### src/rtl/axi_led_pwm_if.sv
// AXI4-Lite register bus (32-bit address/data) shared by the LED PWM block and its masters.
// aclk/aresetn are carried for the bus owner; the LED block runs on its own clk/rst.
interface AXI_LITE (
    input logic aclk,
    input logic aresetn
);
    logic [31:0] awaddr;
    logic        awvalid;
    logic        awready;
    logic [31:0] wdata;
    logic [3:0]  wstrb;
    logic        wvalid;
    logic        wready;
    logic [1:0]  bresp;
    logic        bvalid;
    logic        bready;
    logic [31:0] araddr;
    logic        arvalid;
    logic        arready;
    logic [31:0] rdata;
    logic [1:0]  rresp;
    logic        rvalid;
    logic        rready;

    modport slave (
        input  aclk, aresetn,
        input  awaddr, awvalid, output awready,
        input  wdata, wstrb, wvalid, output wready,
        output bresp, bvalid, input bready,
        input  araddr, arvalid, output arready,
        output rdata, rresp, rvalid, input rready
    );

    modport master (
        input  aclk, aresetn,
        output awaddr, awvalid, input awready,
        output wdata, wstrb, wvalid, input wready,
        input  bresp, bvalid, output bready,
        output araddr, arvalid, input arready,
        input  rdata, rresp, rvalid, output rready
    );
endinterface

### src/rtl/axi_led_pwm.sv
// AXI-Lite controlled N-channel LED PWM: shared prescaler and PWM counter,
// per-channel duty/mode (off, PWM, blink-gated PWM).
module axi_led_pwm #(
    parameter int          N_LED        = 8,
    parameter int          PWM_BITS     = 8,
    parameter logic [15:0] PRESCALE_RST = 16'd195,
    parameter int          BLINK_DIV    = 64
) (
    input  logic             clk,
    input  logic             rst,
    AXI_LITE.slave           axi,
    output logic [N_LED-1:0] led
);
    localparam logic [0:0] W_IDLE = 1'b0;
    localparam logic [0:0] W_RESP = 1'b1;
    localparam logic [0:0] R_IDLE = 1'b0;
    localparam logic [0:0] R_DATA = 1'b1;
    localparam logic [1:0] RESP_OKAY   = 2'b00;
    localparam logic [1:0] RESP_SLVERR = 2'b10;

    logic [0:0]          wstate;
    logic [0:0]          rstate;
    logic                ctrl_en;
    logic [15:0]         prescale;
    logic [PWM_BITS-1:0] duty [N_LED];
    logic [1:0]          mode [N_LED];

    logic [15:0]         pre_cnt;
    logic [PWM_BITS-1:0] pwm_cnt;
    logic [15:0]         blink_cnt;
    logic                blink_phase;
    logic                tick;
    logic                period_end;
    logic [N_LED-1:0]    led_next;

    // Flat view of the register map indexed by addr[7:2]; shared by read mux and byte-merge on write.
    logic [31:0] reg_word [64];
    logic [63:0] reg_mapped;

    always_comb begin
        reg_word   = '{default: '0};
        reg_mapped = '0;
        reg_word[0] = {31'b0, ctrl_en};
        reg_word[1] = {16'b0, prescale};
        reg_word[2] = {19'b0, 5'(PWM_BITS), 2'b0, 6'(N_LED)};
        reg_mapped[2:0] = 3'b111;
        for (int unsigned i = 0; i < N_LED; i++) begin
            reg_word[6'(4 + i)]   = {14'b0, mode[i], 16'(duty[i])};
            reg_mapped[6'(4 + i)] = 1'b1;
        end
    end

    logic [5:0]  widx;
    logic [5:0]  ridx;
    logic        aw_hs;
    logic        ar_hs;
    logic [31:0] wmask;
    logic [31:0] wmerged;

    assign widx    = axi.awaddr[7:2];
    assign ridx    = axi.araddr[7:2];
    assign aw_hs   = (wstate == W_IDLE) && axi.awvalid && axi.wvalid;
    assign ar_hs   = (rstate == R_IDLE) && axi.arvalid;
    assign wmask   = {{8{axi.wstrb[3]}}, {8{axi.wstrb[2]}}, {8{axi.wstrb[1]}}, {8{axi.wstrb[0]}}};
    assign wmerged = (reg_word[widx] & ~wmask) | (axi.wdata & wmask);

    assign axi.awready = aw_hs;
    assign axi.wready  = aw_hs;
    assign axi.arready = ar_hs;

    always_ff @(posedge clk) begin
        if (rst) begin
            wstate     <= W_IDLE;
            axi.bvalid <= 1'b0;
            axi.bresp  <= RESP_OKAY;
            ctrl_en    <= 1'b0;
            prescale   <= PRESCALE_RST;
            for (int unsigned i = 0; i < N_LED; i++) begin
                duty[i] <= '0;
                mode[i] <= '0;
            end
        end else if (wstate == W_IDLE) begin
            if (aw_hs) begin
                wstate     <= W_RESP;
                axi.bvalid <= 1'b1;
                axi.bresp  <= reg_mapped[widx] ? RESP_OKAY : RESP_SLVERR;
                if (widx == 6'd0) ctrl_en  <= wmerged[0];
                if (widx == 6'd1) prescale <= wmerged[15:0];
                for (int unsigned i = 0; i < N_LED; i++) begin
                    if (widx == 6'(4 + i)) begin
                        duty[i] <= wmerged[PWM_BITS-1:0];
                        mode[i] <= wmerged[17:16];
                    end
                end
            end
        end else if (axi.bready) begin
            wstate     <= W_IDLE;
            axi.bvalid <= 1'b0;
        end
    end

    always_ff @(posedge clk) begin
        if (rst) begin
            rstate     <= R_IDLE;
            axi.rvalid <= 1'b0;
            axi.rresp  <= RESP_OKAY;
            axi.rdata  <= '0;
        end else if (rstate == R_IDLE) begin
            if (ar_hs) begin
                rstate     <= R_DATA;
                axi.rvalid <= 1'b1;
                axi.rresp  <= reg_mapped[ridx] ? RESP_OKAY : RESP_SLVERR;
                axi.rdata  <= reg_mapped[ridx] ? reg_word[ridx] : '0;
            end
        end else if (axi.rready) begin
            rstate     <= R_IDLE;
            axi.rvalid <= 1'b0;
        end
    end

    assign tick       = (pre_cnt == prescale);
    assign period_end = tick && (pwm_cnt == '1);

    // Disabling parks every counter at its restart value so re-enable is deterministic.
    always_ff @(posedge clk) begin
        if (rst || !ctrl_en) begin
            pre_cnt     <= '0;
            pwm_cnt     <= '0;
            blink_cnt   <= '0;
            blink_phase <= 1'b1;
        end else begin
            pre_cnt <= tick ? 16'd0 : pre_cnt + 16'd1;
            if (tick) pwm_cnt <= pwm_cnt + 1'b1;
            if (period_end) begin
                if (blink_cnt == 16'(BLINK_DIV - 1)) begin
                    blink_cnt   <= '0;
                    blink_phase <= ~blink_phase;
                end else begin
                    blink_cnt <= blink_cnt + 16'd1;
                end
            end
        end
    end

    always_comb begin
        led_next = '0;
        for (int unsigned i = 0; i < N_LED; i++) begin
            led_next[i] = ctrl_en && (pwm_cnt < duty[i]) &&
                          ((mode[i] == 2'd1) || ((mode[i] == 2'd2) && blink_phase));
        end
    end

    always_ff @(posedge clk) begin
        if (rst) led <= '0;
        else     led <= led_next;
    end

    logic unused_bits;
    assign unused_bits = ^{axi.awaddr[31:8], axi.awaddr[1:0], axi.araddr[31:8], axi.araddr[1:0],
                           wmerged, axi.aclk, axi.aresetn};
endmodule
### src/flat_wrapper.sv
// flat-port wrapper written by rule: the top's interface ports become plain ports
module axi_led_pwm_flat 
#(
    parameter int          N_LED        = 8,
    parameter int          PWM_BITS     = 8,
    parameter logic [15:0] PRESCALE_RST = 16'd195,
    parameter int          BLINK_DIV    = 64
)
  (clk, rst, led, aclk, aresetn, axi_awaddr, axi_awvalid, axi_awready, axi_wdata, axi_wstrb, axi_wvalid, axi_wready, axi_bresp, axi_bvalid, axi_bready, axi_araddr, axi_arvalid, axi_arready, axi_rdata, axi_rresp, axi_rvalid, axi_rready);
  AXI_LITE axi_i (.aclk(aclk), .aresetn(aresetn));
  input  logic clk;
  input  logic rst;
  output logic [N_LED-1:0] led;
  input wire logic aclk;
  input wire logic aresetn;
  input wire logic [$bits(axi_i.awaddr)-1:0] axi_awaddr;
  input wire logic [$bits(axi_i.awvalid)-1:0] axi_awvalid;
  output wire logic [$bits(axi_i.awready)-1:0] axi_awready;
  input wire logic [$bits(axi_i.wdata)-1:0] axi_wdata;
  input wire logic [$bits(axi_i.wstrb)-1:0] axi_wstrb;
  input wire logic [$bits(axi_i.wvalid)-1:0] axi_wvalid;
  output wire logic [$bits(axi_i.wready)-1:0] axi_wready;
  output wire logic [$bits(axi_i.bresp)-1:0] axi_bresp;
  output wire logic [$bits(axi_i.bvalid)-1:0] axi_bvalid;
  input wire logic [$bits(axi_i.bready)-1:0] axi_bready;
  input wire logic [$bits(axi_i.araddr)-1:0] axi_araddr;
  input wire logic [$bits(axi_i.arvalid)-1:0] axi_arvalid;
  output wire logic [$bits(axi_i.arready)-1:0] axi_arready;
  output wire logic [$bits(axi_i.rdata)-1:0] axi_rdata;
  output wire logic [$bits(axi_i.rresp)-1:0] axi_rresp;
  output wire logic [$bits(axi_i.rvalid)-1:0] axi_rvalid;
  input wire logic [$bits(axi_i.rready)-1:0] axi_rready;
  assign axi_i.awaddr = axi_awaddr;
  assign axi_i.awvalid = axi_awvalid;
  assign axi_awready = axi_i.awready;
  assign axi_i.wdata = axi_wdata;
  assign axi_i.wstrb = axi_wstrb;
  assign axi_i.wvalid = axi_wvalid;
  assign axi_wready = axi_i.wready;
  assign axi_bresp = axi_i.bresp;
  assign axi_bvalid = axi_i.bvalid;
  assign axi_i.bready = axi_bready;
  assign axi_i.araddr = axi_araddr;
  assign axi_i.arvalid = axi_arvalid;
  assign axi_arready = axi_i.arready;
  assign axi_rdata = axi_i.rdata;
  assign axi_rresp = axi_i.rresp;
  assign axi_rvalid = axi_i.rvalid;
  assign axi_i.rready = axi_rready;
  axi_led_pwm #(.N_LED(N_LED), .PWM_BITS(PWM_BITS), .PRESCALE_RST(PRESCALE_RST), .BLINK_DIV(BLINK_DIV)) u_core (.clk(clk), .rst(rst), .axi(axi_i), .led(led));
endmodule
### config.mk
export PLATFORM = sky130hd
export DESIGN_NAME = axi_led_pwm_flat
export DESIGN_NICKNAME = d
export VERILOG_FILES = /design/src/rtl/axi_led_pwm_if.sv /design/src/rtl/axi_led_pwm.sv /design/src/flat_wrapper.sv
export SDC_FILE = /design/constraint.sdc
export NUM_CORES = 1
export LEC_CHECK = 0
export ABC_AREA = 1
export CAP_MARGIN = 20
export CORE_MARGIN = 4
export CORE_UTILIZATION = 35
export DETAILED_ROUTE_END_ITERATION = 10
export PLACE_DENSITY_LB_ADDON = 0.25
export SLEW_MARGIN = 20
export SYNTH_ARGS = -nofsm -noshare
export SYNTH_HDL_FRONTEND = slang
export SYNTH_SLANG_ARGS = --single-unit
### constraint.sdc
create_clock -name clk -period 5.4 [get_ports clk]
set_input_delay 1.08 -clock clk [delete_from_list [all_inputs] [get_ports clk]]
set_output_delay 1.08 -clock clk [all_outputs]
set_load 0.02 [all_outputs]
Yosys cells after proc, flatten, opt, wreduce, memory -nomap -nowiden
Memories as Yosys holds them, arrays and structs flattened.
Index checks and enable logic that the tools add are counted.
{"block": "op_classes", "shift": 0, "bitwise_logic": 25, "n_lt_le_gt_ge": 12, "muxes": 82, "eq_ne": 30, "reduce_logical": 49, "n_addsub": 3, "div_mod_pow": 0, "mul": 0}
{"op": "$bmux 32 s6", "count": 2}
{"op": "$mux 32", "count": 3}
{"op": "$lt 8x8->1", "count": 8}
{"op": "$mux 8", "count": 8}
{"op": "$mux 1", "count": 56}
{"op": "$and 18x18->18", "count": 2}
{"op": "$mux 18", "count": 2}
{"op": "$add 16x1->16 const B", "count": 2}
{"op": "$logic_and 1x1->1", "count": 28}
{"op": "$eq 6x3->1 const B", "count": 4}
{"op": "$eq 6x4->1 const B", "count": 4}
{"op": "$mux 2", "count": 10}
{"op": "$not 18->18", "count": 1}
{"op": "$or 18x18->18", "count": 1}
{"op": "$eq 16x16->1", "count": 1}
{"op": "$eq 16x6->1 const B", "count": 1}
{"op": "$eq 2x1->1 const B", "count": 8}
{"op": "$eq 2x2->1 const B", "count": 8}
{"op": "$mux 16", "count": 1}
{"op": "$or 1x1->1", "count": 16}
{"op": "$ge 7x7->1 const B", "count": 2}
{"op": "$lt 6x7->1 const B", "count": 2}
{"op": "$not 6->7", "count": 2}
{"op": "$reduce_and 2->1", "count": 5}
{"op": "11 further kinds", "count": 24}
{"block": "totals", "output_inout_bits": 49, "rom_bits": 128, "ff_bits": 106, "memories": 4, "latchBits": 0, "mem_bits_rw": 80, "input_bits": 109}
{"name": "(no name shown)", "words": 64, "word_bits": 1, "rd": 1, "rd_clocked_by_memory_dff": 0, "write_ports": 0, "line": "axi_led_pwm.sv:86", "rtl": "axi.bresp <= reg_mapped[widx] ? RESP_OKAY : RESP_SLVERR;"}
{"name": "(no name shown)", "words": 64, "word_bits": 1, "rd": 1, "rd_clocked_by_memory_dff": 0, "write_ports": 0, "line": "axi_led_pwm.sv:112", "rtl": "axi.rresp <= reg_mapped[ridx] ? RESP_OKAY : RESP_SLVERR;"}
{"name": "u_core.duty", "words": 8, "word_bits": 8, "rd": 8, "rd_clocked_by_memory_dff": 0, "write_ports": 8, "line": "axi_led_pwm.sv:25", "rtl": "logic [PWM_BITS-1:0] duty [N_LED];"}
{"name": "u_core.mode", "words": 8, "word_bits": 2, "rd": 8, "rd_clocked_by_memory_dff": 0, "write_ports": 8, "line": "axi_led_pwm.sv:26", "rtl": "logic [1:0] mode [N_LED];"}

Logic depth before layout (Yosys ltp)
Gate-level depths: netlist of the first run.
{"block": "logic_depth", "depth_word": 8, "ltp_mapped": 13, "mapped_depth_nobuf": 11}

Worst setup path after synthesis of the first run
Ideal clock, no wire load.
{"block": "synth_timing", "path_kind": "input to register", "startpoint": "in axi_awaddr[7]", "endpoint": "mem u_core.duty[6][0], in the netlist u_core.duty[0][48] (enable)", "setup_slack_ns": 2.687, "t_required_ns": 5.009, "arrival_time_ns": 2.322, "setup_ns": 0.391, "path_stages": 4, "n_path_buf": 0, "path_cell_list": "or2_1 > nor2_2 > nand2_1 > o21ai_0"}
{"element": "start, declared", "line": "flat_wrapper.sv:16", "rtl": "input wire logic [$bits(axi_i.awaddr)-1:0] axi_awaddr;"}
{"element": "end, declared", "line": "axi_led_pwm.sv:25"}

==> results of run 1 <==
flip-flops by register name, indices dropped and copies added (netlist names), 8 cells and up:
signal and count:
u_core.axi.rdata 18, u_core.duty 64, u_core.prescale 16, u_core.led 8
u_core.mode 16, u_core.blink_cnt 16, u_core.pwm_cnt 8, u_core.pre_cnt 16
tightest hold or removal path, stage by stage (launching register included):
cell     delay [ps]
dfxtp_1         310
nand2_1          60
a21oi_1          50
power breakdown:
| part | total, W | switching [W] | internal, W |
|---|---|---|---|
| Clock | 0.00131 | 0.000637 | 0.000676 |
| Sequential | 0.00139 | 0.0000145 | 0.00137 |
| Combinational | 0.000295 | 0.000206 | 0.0000887 |
synthesized netlist by cell type:
cell type	n
a211oi_2	7
a21oi_1	103
a31oi_1	2
buf_2	18
buf_4	21
buf_6	3
clkbuf_1	22
clkinv_1	4
conb_1	1
dfxtp_1	90
edfxtp_1	80
ha_1	59
inv_1	168
inv_2	19
nand2_1	426
nand2_2	13
nand2_4	2
nand3_1	85
nand3_4	1
nand4_1	17
nor2_1	196
nor2_2	6
nor2_4	4
nor2_8	1
nor3_1	9
nor3_2	1
nor3b_1	2
o2111ai_1	8
o211ai_1	10
o21ai_0	51
o21ai_1	4
o221ai_1	6
o22ai_1	2
o31ai_1	1
or2_1	1
xnor2_1	10
xor2_1	15
per-stage QoR:
stage               utilization  setup WS (ps)  cells  hold slack (ps)
floorplan                     -           2690   1483              442
global placement          0.388           1170   1890              458
detailed placement        0.388           1200   1890              457
CTS                       0.409           1650   1922              468
global route              0.409           1370   1922              493
finish                    0.409           1560   1922              466
final timing paths:
| kind | startpoint | end | cells past startpoint |
|---|---|---|---|
| max | axi_awaddr[2] | u_core.mode[1][4] | 9 |
| min | u_core.axi.rdata[16] | u_core.axi.rdata[16] | 2 |
| max reg2reg | u_core.pwm_cnt[1] | u_core.blink_cnt[1] | 6 |
| min reg2reg | u_core.axi.rdata[16] | u_core.axi.rdata[16] | 2 |
logic make-up after synthesis:
group	synth area share
AND/OR/NAND/NOR	0.301
buffers and inverters	0.103
adder cells (fa/ha/maj)	0.0702
AO/OA/AOI/OAI	0.105
XOR/XNOR	0.0208
flip-flops	0.400
other	0.000356
final cells by class:
| type | count | area share |
|---|---|---|
| multi-input combinational | 1058 | 0.437 |
| sequential | 170 | 0.347 |
| timing repair buffer | 81 | 0.0650 |
| inverter | 191 | 0.0592 |
| clock inverter | 15 | 0.0168 |
| tap | 390 | 0.0403 |
| clock buffer | 17 | 0.0351 |
layer usage:
| metal | up-vias | GRT usage | routed length, µm |
|---|---|---|---|
| met5 | - | 0 | 0 |
| met4 | 0 | 0.0748 | 1220 |
| li1 | 4805 | - | - |
| met2 | 307 | 0.332 | 15400 |
| met1 | 4523 | 0.254 | 14400 |
| met3 | 59 | 0.0359 | 1930 |
==> results.json, run 1 <==
{
  "multi_input_area_mm2": 0.00529,
  "vias_per_cell": 5.04,
  "antenna_found_initial": 0,
  "fin_total_pwr_w": 0.00300,
  "ys_warn_count": 0,
  "max_freq_ghz": 0.261,
  "fin_crit_sh": 0.711,
  "required_ps": 5590,
  "synth_cells": 1468,
  "tightest_slew_ps": 1060,
  "fin_area_mm2": 0.0121,
  "port-buffer-count": 72,
  "critPathMostFrequentCell": "nand2_1",
  "die_w_um": 181,
  "final_common_cell": "nand2_1",
  "slew_headroom": 0.285,
  "dr.pass1.iters": 5,
  "cts_resized": 0,
  "final_cell_mix": "nand2_1 (426), nor2_1 (196), inv_1 (168)",
  "synth_area_mm2": 0.0105,
  "report.final.hold_viol_count": 0,
  "n_antenna_cell": 0,
  "cts_buffer_depth": 2,
  "cts_sinks": 170,
  "cts-htree-levels": 4,
  "maxCapViolations": 0,
  "critPathSlowestCell": "nand2_1",
  "yosys-top-cells-area": "edfxtp_1 (23%), dfxtp_1 (17%), nand2_1 (15%)",
  "numCtsBuffers": 17,
  "slowest_delay_ps": 890,
  "setup.worst_path.class": "in2reg",
  "ff2ff_setup_slack_ps": 3020,
  "track_usage": 0.198,
  "clock_skew_ps": 17.0,
  "start_util": 0.355,
  "place_congestion": 0.917,
  "post_dp_cell_area_mm2": 0.0115,
  "wirelength_mm": 33.0,
  "yosysSeqAreaShare": 0.400,
  "fin_setup_tns_ps": 0,
  "period_needed_ps": 3840,
  "grt_pass1_wl_mm": 50.5,
  "arrival_ps": 4030,
  "die_h_um": 181,
  "synth.largest_area_cell": "edfxtp_1",
  "crit_path_cell_trace": "clkdlybuf4s50_1 -> nand2_1 -> o22ai_1 -> o21ai_0 -> nand2_1 -> nand2_1 -> nand2_1 -> nand2_1 -> inv_1",
  "worstHoldPathType": "reg2reg",
  "drive_gt1_frac": 0.0620,
  "rsz0062_at_grt": "false",
  "pin_count": 158,
  "ys_seq_elements": 170,
  "startpoint_type": "input pin",
  "cts_tree": "built",
  "outcome": "complete, no violations",
  "core-area_mm2": 0.0296,
  "crit_fanout": 21,
  "fp.dieArea_mm2": 0.0329,
  "peakVddDrop_mv": 0.216,
  "num_vias": 9694,
  "postCtsHoldBufs": 0,
  "setup_viol": 0,
  "cts_post_setup_buffers_inserted": 0,
  "clockRootBuffer": "clkbuf_16",
  "grt_pass1_vias": 9041,
  "drt_iter0_markers": 853,
  "syn_to_final_growth_pct": 15.2,
  "synth.distinct_cells": 37,
  "crit_buf_inv": 2,
  "synth_top_cell_area_share": 0.228,
  "nFillCells": 3116,
  "syn_area_per_cell_um2": 7.17,
  "crit_family": "simple AND/OR/NAND/NOR gates",
  "place_hpwl_mm": 24.5,
  "ant_nets": 0,
  "grt_overflow": 0,
  "p_leak_nw": 5.10,
  "rows": 63,
  "crit_path_end_kind": "register",
  "wl_per_cell_um": 17.2,
  "insertion_delay_ps": 450,
  "nets": 1687,
  "grt_max_degree": 38,
  "clk_pin_slew_worst_paths_ps": 80,
  "regArea_mm2": 0.00420,
  "powerDensity_mw_per_mm2": 247,
  "drv_slew": 0,
  "drcViolationCount": 0
}
No activity file was read; power rests on OpenSTA's default activity.
==> run 2, diff against run 1 <==
==> constraint.sdc (replaced) <==
create_clock -name clk -period 3.3 [get_ports clk]
set_input_delay 0.66 -clock clk [delete_from_list [all_inputs] [get_ports clk]]
set_output_delay 0.66 -clock clk [all_outputs]
set_load 0.02 [all_outputs]
==> results.json, run 2 (synthesized netlist as in run 1, its figures left out) <==
{
  "drive_gt1_frac": 0.0783,
  "grt_overflow": 0,
  "p_sw_w": 0.00140,
  "top_regs": "u_core.duty x64, u_core.axi.rdata x18",
  "place_congestion": 0.906,
  "ant_nets": 0,
  "p_comb_frac": 0.102,
  "fin_setup_tns_ps": 0,
  "insertion_delay_ps": 450,
  "numCtsBuffers": 17,
  "maxCapViolations": 0,
  "crit_fanout": 3,
  "pin_count": 158,
  "core-area_mm2": 0.0296,
  "grt_pass1_wl_mm": 51.6,
  "crit_path_end_kind": "primary output",
  "postCtsHoldBufs": 0,
  "regArea_mm2": 0.00420,
  "fin_crit_sh": 0.816,
  "r2r_start": "u_core.pwm_cnt[0]",
  "clockPowerShare": 0.427,
  "dr.pass1.iters": 5,
  "rsz0062_at_grt": "false",
  "worstHoldPathType": "reg2reg",
  "p_int_w": 0.00343,
  "die_w_um": 181,
  "die_h_um": 181,
  "startpoint_type": "input pin",
  "largest_reg_flops": 64,
  "multi_input_area_mm2": 0.00529,
  "port-buffer-count": 72,
  "drv_slew": 0,
  "final_common_cell": "nand2_1",
  "required_ps": 2640,
  "nFillCells": 3101,
  "num_vias": 9734,
  "period_needed_ps": 2690,
  "wirelength_mm": 33.2,
  "cts_buffer_depth": 2,
  "cts_post_setup_buffers_inserted": 0,
  "rows": 63,
  "whs_ps": 468,
  "p_seq_frac": 0.470,
  "antenna_found_initial": 0,
  "crit_start": "axi_arvalid",
  "max_freq_ghz": 0.371,
  "cts_resized": 0,
  "clock_skew_ps": 18.6,
  "largest-register": "u_core.duty",
  "arrival_ps": 2030,
  "tightest_slew_ps": 975,
  "final_cell_mix": "nand2_1 (426), nor2_1 (196), inv_1 (168)",
  "setup.worst_path.class": "in2out",
  "switching_share": 0.290,
  "outcome": "complete, no violations",
  "peakVddDrop_mv": 0.390,
  "hold_start": "u_core.axi.rdata[7]",
  "track_usage": 0.201,
  "place_hpwl_mm": 25.0,
  "nets": 1714,
  "wl_per_cell_um": 17.0,
  "grt_max_degree": 34,
  "cts-htree-levels": 4,
  "drt_iter0_markers": 770,
  "vias_per_cell": 4.99,
  "slew_headroom": 0.349,
  "powerDensity_mw_per_mm2": 392,
  "syn_to_final_growth_pct": 17.0,
  "setup_viol": 0,
  "clockRootBuffer": "clkbuf_16",
  "start_util": 0.355,
  "p_leak_nw": 5.23,
  "fp.dieArea_mm2": 0.0329,
  "n_antenna_cell": 0,
  "clk_pin_slew_worst_paths_ps": 70,
  "cts_tree": "built",
  "cts_sinks": 170,
  "report.final.hold_viol_count": 0,
  "grt_pass1_vias": 9356,
  "drcViolationCount": 0
}
## run 2: changes by cell type in the layout (fill, tap and decap cells not counted), moves of 2 or more
cell | before | now
buf_4 | 9 | 34
clkinv_4 | 1 | 4
inv_8 | 3 | 6
buf_12 | 0 | 2
clkinv_8 | 5 | 3
## run 2: path summary, 6_finish.rpt
check | to | slack [ps] | cells past startpoint
min | u_core.axi.rdata[7] | 470 | 2
max | axi_arready | 610 | 4
min reg2reg | u_core.axi.rdata[7] | 470 | 2
max reg2reg | u_core.blink_cnt[1] | 960 | 6
## run 2: cell type report
type	instances	share of cell area
multi-input combinational	1058	0.430
sequential	170	0.341
timing repair buffer	108	0.0825
inverter	191	0.0582
tap	390	0.0396
clock buffer	17	0.0346
clock inverter	15	0.0137
## run 2: metrics by stage
stage	util	total power, W	cells	setup slack [ps]	area (µm²)
floorplan	-	0.00261	1483	1010	10600
detailed placement	0.395	0.00281	1917	238	11700
CTS	0.415	0.00485	1949	599	12300
global route	0.415	0.00500	1949	513	12300
global placement	0.395	0.00280	1917	247	11700
finish	0.415	0.00483	1949	606	12300
## run 2: power groups by stage
stage	Sequential, W	Clock, W	Combinational (W)
2_1_floorplan	0.00232	0	0.000288
3_3_place_gp	0.00232	0	0.000484
3_5_place_dp	0.00232	0	0.000487
4_1_cts	0.00227	0.00209	0.000489
5_1_grt	0.00228	0.00218	0.000541
6_report	0.00227	0.00206	0.000494
## run 2: critical path, stage by stage
cell	delay, ps
clkdlybuf4s50_1	500
nand2_1	80
inv_1	140
clkdlybuf4s50_1	650
## run 2: layer usage
| layer | global-route usage | wire length, µm |
|---|---|---|
| met5 | 0 | 0 |
| met4 | 0.0847 | 1290 |
| met3 | 0.0347 | 2050 |
| met1 | 0.259 | 14200 |
| met2 | 0.332 | 15600 |
